$ cat src/rtl/button_frontend.sv
// Button conditioning for the blackjack core: 2-flop sync, per-button debounce,
// prioritised one-shot press pulses and one-time RNG seed capture on first start.
module button_frontend #(
  parameter int unsigned DEBOUNCE_CYCLES = 250000,
  parameter int unsigned CNT_W           = 18
) (
  input  logic        clk,
  input  logic        rst_n,
  input  logic        raw_hit,
  input  logic        raw_stand,
  input  logic        raw_double,
  input  logic        raw_start,
  output logic        btn_hit,
  output logic        btn_stand,
  output logic        btn_double,
  output logic        btn_start,
  output logic        rng_load,
  output logic [15:0] rng_seed,
  output logic [3:0]  db_level
);

  localparam logic [CNT_W-1:0] CNT_LAST = CNT_W'(DEBOUNCE_CYCLES - 1);

  // Bit order everywhere: {start, double, stand, hit}
  logic [3:0]       raw;
  logic [3:0]       s1;
  logic [3:0]       s2;
  logic [3:0]       stable;
  logic [3:0]       press;
  logic [3:0]       grant;
  logic [CNT_W-1:0] cnt [4];
  logic [15:0]      seed_cnt;
  logic             seeded;

  assign raw      = {raw_start, raw_double, raw_stand, raw_hit};
  assign db_level = stable;

  always_ff @(posedge clk or negedge rst_n) begin
    if (!rst_n) begin
      s1 <= '0;
      s2 <= '0;
    end else begin
      s1 <= raw;
      s2 <= s1;
    end
  end

  always_ff @(posedge clk or negedge rst_n) begin
    if (!rst_n) begin
      stable <= '0;
      for (int unsigned i = 0; i < 4; i++) cnt[i] <= '0;
    end else begin
      for (int unsigned i = 0; i < 4; i++) begin
        if (s2[i] == stable[i]) begin
          cnt[i] <= '0;
        end else if (cnt[i] == CNT_LAST) begin
          stable[i] <= s2[i];
          cnt[i]    <= '0;
        end else begin
          cnt[i] <= cnt[i] + CNT_W'(1);
        end
      end
    end
  end

  // A press is the edge at which a stable bit is about to flip 0 -> 1.
  always_comb begin
    press = '0;
    for (int unsigned i = 0; i < 4; i++) begin
      press[i] = (s2[i] != stable[i]) && (cnt[i] == CNT_LAST) && s2[i];
    end
  end

  // Priority stand > double > hit > start; losers are dropped.
  always_comb begin
    grant = '0;
    if (press[1])      grant[1] = 1'b1;
    else if (press[2]) grant[2] = 1'b1;
    else if (press[0]) grant[0] = 1'b1;
    else if (press[3]) grant[3] = 1'b1;
  end

  always_ff @(posedge clk or negedge rst_n) begin
    if (!rst_n) begin
      btn_hit    <= 1'b0;
      btn_stand  <= 1'b0;
      btn_double <= 1'b0;
      btn_start  <= 1'b0;
    end else begin
      btn_hit    <= grant[0];
      btn_stand  <= grant[1];
      btn_double <= grant[2];
      btn_start  <= grant[3];
    end
  end

  always_ff @(posedge clk or negedge rst_n) begin
    if (!rst_n) begin
      seed_cnt <= '0;
      seeded   <= 1'b0;
      rng_load <= 1'b0;
      rng_seed <= '0;
    end else begin
      seed_cnt <= seed_cnt + 16'd1;
      rng_load <= grant[3] && !seeded;
      if (grant[3] && !seeded) begin
        rng_seed <= (seed_cnt == 16'd0) ? 16'hACE1 : seed_cnt;
        seeded   <= 1'b1;
      end
    end
  end

endmodule

$ cat config.mk
export PLATFORM = sky130hd
export DESIGN_NAME = button_frontend
export DESIGN_NICKNAME = d
export VERILOG_FILES = /design/src/rtl/button_frontend.sv
export SDC_FILE = /design/constraint.sdc
export NUM_CORES = 1
export LEC_CHECK = 0
export BUFFER_PORTS_ARGS = -buffer_cell sky130_fd_sc_hd__buf_2
export CORE_ASPECT_RATIO = 2
export CORE_UTILIZATION = 55
export CTS_BUF_LIST = sky130_fd_sc_hd__clkbuf_4
export DETAILED_ROUTE_END_ITERATION = 16
export HOLD_SLACK_MARGIN = 0.05
export PLACE_DENSITY = 0.73
export SYNTH_ARGS = -nofsm -noshare
export SYNTH_HDL_FRONTEND = slang
export SYNTH_SLANG_ARGS = --single-unit
$ cat constraint.sdc
create_clock -name clk -period 3.2 [get_ports clk]
set_clock_uncertainty 0.05 [all_clocks]
set_input_delay 0.8 -clock clk [delete_from_list [all_inputs] [get_ports clk]]
set_output_delay 0.8 -clock clk [all_outputs]
set_load 0.01 [all_outputs]
# After elaboration in Yosys (flattened, before gate mapping)

Cells that the tools add are included.

$add $sub $neg: 5
Equal/unequal tests: 12
Mux-type cells: 18
Bitwise gates (word level): 4
Reductions and logical operators: 15

Operators by type and width:

| operator                | number |
|---|---|
| $mux W18                | 8 |
| $add A18 B1 Y18 const B | 4 |
| $eq A18 B18 Y1 const B  | 4 |
| $add A16 B1 Y16 const B | 1 |
| $logic_not A16 Y1       | 1 |
| $mux W16                | 1 |
| $logic_and A1 B1 Y1     | 9 |
| $mux W1                 | 8 |
| $reduce_and A2 Y1       | 4 |
| $eq A1 B1 Y1            | 4 |
| $ne A1 B1 Y1            | 4 |
| $not A1 Y1              | 4 |
| $mux W2                 | 1 |
| $logic_not A1 Y1        | 1 |

Register bits: 122
Input bits: 6
Output and inout bits: 25
Logic and storage cells: 72

# Longest topological paths before layout

Depth in word-level cells: 8
Depth in mapped cells: 7
Gate-level depth less buffers: 6

# Worst setup path after synthesis

No wires, ideal clock.

Kind: reg2reg
Start point: register cnt[36] in the netlist's numbering
End point: register rng_seed[12]
Data arrival time: 2068 ps
Slack: 957 ps
Cell stages (with the launch flop): 8
Path buffers: 1
Clock period less this slack: 2243 ps
Cells stage by stage: dfrtp_1 -> ha_1 -> and3_1 -> nand4_2 -> o32ai_4 -> nor4_4 -> buf_6 -> mux2_4

Word-level cells in the longest chain between the ends: 5

RTL lines:

| what                              | line | text |
|---|---|---|
| from (decl)                       | 31   | `logic [CNT_W-1:0] cnt [4];` |
| from (signal, indexed assignment) | 60   | `cnt[i] <= cnt[i] + CNT_W'(1);` |
| $eq A18 B18 Y1                    | 70   | `press[i] = (s2[i] != stable[i]) && (cnt[i] == CNT_LAST) && s2[i];` |
| $logic_and A1 B1 Y1 (2 in series) | 70   |  |
| $mux W2                           | 77   | `if (press[1]) grant[1] = 1'b1;` |
| $logic_and A1 B1 Y1               | 106  | `if (grant[3] && !seeded) begin` |
| to (signal assigned)              | 107  | `rng_seed <= (seed_cnt == 16'd0) ? 16'hACE1 : seed_cnt;` |
| to (decl)                         | 18   | `output logic [15:0] rng_seed,` |

Every way passes these cells.
A chain may end at the register's enable or synchronous reset.

# Final worst setup path

Start point: register cnt[11] in the netlist's numbering
End point: register rng_seed[2]

Word-level cells in the longest chain between the ends: 8

RTL lines:

| what                              | line | text |
|---|---|---|
| $eq A18 B18 Y1                    | 70   |  |
| $logic_and A1 B1 Y1 (2 in series) | 70   |  |
| $mux W1                           | 80   | `else if (press[3]) grant[3] = 1'b1;` |
| $mux W1                           | 79   | `else if (press[0]) grant[0] = 1'b1;` |
| $mux W1                           | 78   | `else if (press[2]) grant[2] = 1'b1;` |
| $mux W2                           | 77   |  |
| $logic_and A1 B1 Y1               | 106  |  |

Every way passes these cells.

==> impl_results.md <==
* Outcome: finished, final reports clean
* Core ar. at 0.009763 mm2
* Startpoint Class: flop
* Synthesized Nets at 519
* PwrDens at 443.4 mW/mm2
* Initial Util at 56.45%
* H-tree depth at 4
* Distinct cell type count after synthesis at 41
* F_max at 433.5 MHz
* Setup WS post-layout at 0.8933 ns
* RePlAce Congestion at 0.8034
* WL/cell at 14.50 um
* Adder-cell share of the synthesized area at 1.362%
* XOR/XNOR Fraction of Synth Area at 12.55%
* FF+latch count, synth at 122
* Final WL at 10.08 mm
* Syn Std Cell Area at 0.005512 mm2
* Number of vias per cell at 5.396
* Vias in the first global route at 3838
* First DRT Iteration DRCs at 197
* Maximum number of pins on one net before global-route repair at 57
* Die X at 72.79 um
* Slew HR at 51.11%
* Most common cell in the netlist: dfrtp_1
* Worst-margin pin slew at 0.7334 ns
* Initial antenna violation count at 1
* Maxcap violations at 0
* Worst Path Arrival at 2.64 ns
* Period utilisation layout at 72.08%
* Site Rows at 51
* First-pass GRT wire length at 17.15 mm
* Clk slew on worst S/H paths at 0.10 ns
* I/O Buffers at 30
* CTS resizes at 0
* WS Path Type: reg2reg
* Simple-Gate Fraction of Synth Area at 23.43%
* Die height at 143.6 um
* Crit path max-delay cell type: nor4b_1
* CTS tree: built
* Crit end category: flop
* Number of buffers created by CTS at 17
* GRT overflow at 0
* Worst Path Required at 3.54 ns
* Crit path cell chain: nor4b_1, nand4b_1, nor4_4, buf_4, mux2_2
* Worst-Skew Late Latency at 0.50 ns
* Peak supply drop at 0.2660 mV
* Crit path time final at 2.307 ns
* Post-CTS Setup Bufs at 0
* Leading area contributor after synthesis: dfrtp_1
* Area Overhead vs Synth at 10.65%
* Post-synthesis compound-gate area fraction at 1.067%
* CTS Buffer Depth at 2
* Syn_area_per_cell at 10.87 um2
* Min-Delay Path Class: in2async
* 1st-pass router iterations at 4
* Final Hold Fails at 0
* Max incr delay on CP at 0.58 ns
* Post-route ant nets at 0
* Register area share after synthesis at 55.39%
* Max Slew Vio Count at 0
* Residual DRC at 0
* Nets at 563
* Final setup viols at 0
* Hold Buf Count CTS at 0
* Via count at 3750
* CP max FO at 16
* Gate Count Post-Synth at 507
* Total negative setup slack at 0 ns
* Ys async rst share at 100.0%
* CTS sink cnt at 122
* Ys flop type: dfrtp_1
* Post-DP HPWL at 7.120 mm
* Top cells by area, synth: dfrtp_1 (55%), xor2_1 (7.2%), nor2_1 (6.5%), xnor2_1 (5.4%), nand3_1 (2.6%)
* Clk root buf: clkbuf_4
* I/O pins at 31
* Leakage power at 2.780 nW
* Total Routing Usage GR at 21.84%
* Yosys warning count at 0
* RSZ-0062 raised after global routing: false
* Synth top area share at 55.39%
* Fraction of layout cells with a size suffix above 1 at 14.77%
* Die area at 0.01045 mm2
* Post-synthesis mux area share at 4.041%
* EDFF count, synth at 0
* Setup WS pre-CTS at 0.8737 ns
* Top post-synthesis cells by count: dfrtp_1 (122), nor2_1 (95), xor2_1 (45)
* Main combinational cell family by area after synthesis: simple AND/OR/NAND/NOR gates
-- sequential cells by signal (all words and copies together) (netlist names) --
signal,flops
cnt,72
rng_seed,16
seed_cnt,16
db_level,4
s1,4
s2,4
btn_double,1
btn_hit,1
btn_stand,1
btn_start,1
rng_load,1
seeded,1
-- where the power goes --
part           leakage (nW)  internal [W]  switching, W
sequential             1.66       0.00156     0.0000152
combinational         0.971     0.0000214     0.0000559
clock                 0.147      0.000526      0.000528
total                  2.78       0.00211      0.000599
-- path summary, 6_finish.rpt --
path	start	endpoint	slack, ns	cells after the start
setup / recovery	cnt[11]$_DFF_PN0_	rng_seed[2]$_DFFE_PN0P_	0.89	5
min in group clk	s1[0]$_DFF_PN0_	s2[0]$_DFF_PN0_	0.31	0
hold reg to reg	s1[0]$_DFF_PN0_	s2[0]$_DFF_PN0_	0.31	0
max in group asynchronous	rst_n	db_level[0]$_DFFE_PN0N_	1.97	2
setup reg to reg	cnt[11]$_DFF_PN0_	rng_seed[2]$_DFFE_PN0P_	0.89	5
hold / removal	rst_n	cnt[28]$_DFF_PN0_	0.29	1
-- critical path: cells and delay by family, from the launching register on --
kind	cells	cell delay, ns
buf+inv	1	0.31
flops	1	0.45
mux	1	0.37
simple gates	3	1.01
-- per-stage QoR --
stage          total power [W]  area [um2]  instances  hold WS, ns  utilization, %
6_report              0.002704        6098        695       0.2923           62.46
5_1_grt               0.002835        6098        695       0.2907           62.46
4_1_cts               0.002743        6096        694       0.2886           62.44
3_5_place_dp          0.001685        5828        664       0.2984           59.70
3_3_place_gp          0.001680        5828        664       0.2864           59.70
2_1_floorplan         0.001634        5512        507       0.2812               -
-- area by class of cell --
cell class / count / area [um2]
Antenna cell: 1 / 2.502
Multi-Input combinational cell: 357 / 2340
Tap cell: 132 / 165.2
Clock inverter: 12 / 132.6
Timing Repair Buffer: 35 / 202.7
Inverter: 18 / 67.56
Sequential cell: 122 / 3053
Clock buffer: 18 / 135.1
Fill cell: 820 / 3665
-- routing by layer --
layer	vias up	part of all wire, %	global-route usage (%)
met4	0	2.7	11.35
li1	1821	-	-
met3	24	3.7	5.891
met2	74	53	37.48
met1	1831	40	24.30
met5	-	0	0
-- cell families (layout without fill, tap and decap cells) --
family          count (synthesis)  in the layout
flops                         122            122
compound gates                  7              7
buf+inv                        28             83
fa+ha+maj                       6              6
xor+xnor                       79             79
mux                            20             20
other cells                     0              1
simple gates                  245            245
-- cells in the final DEF, fill, tap and decap left out, drive strengths merged --
master    count
and4b         1
mux2i         8
nor3          8
nor4b         6
nor4bb        2
nor2b         5
nor4         11
nand4b        3
nand2        29
and3         15
dfrtp       122
inv          18
and4          6
o32ai         1
bufinv        3
buf          35
or2           3
clkbuf       18
nor2         95
and2          2
and4bb        2
xor2         45
clkinv        8
or3           2
nand2b        1
nand4        23
a21oi         2
o21ai         3
clkinvlp      1
o22ai         1
nor3b         1
diode         1
or4b          1
xnor2        34
mux2         12
nand3        29
ha            6
Power figures use the tool's default switching activity.
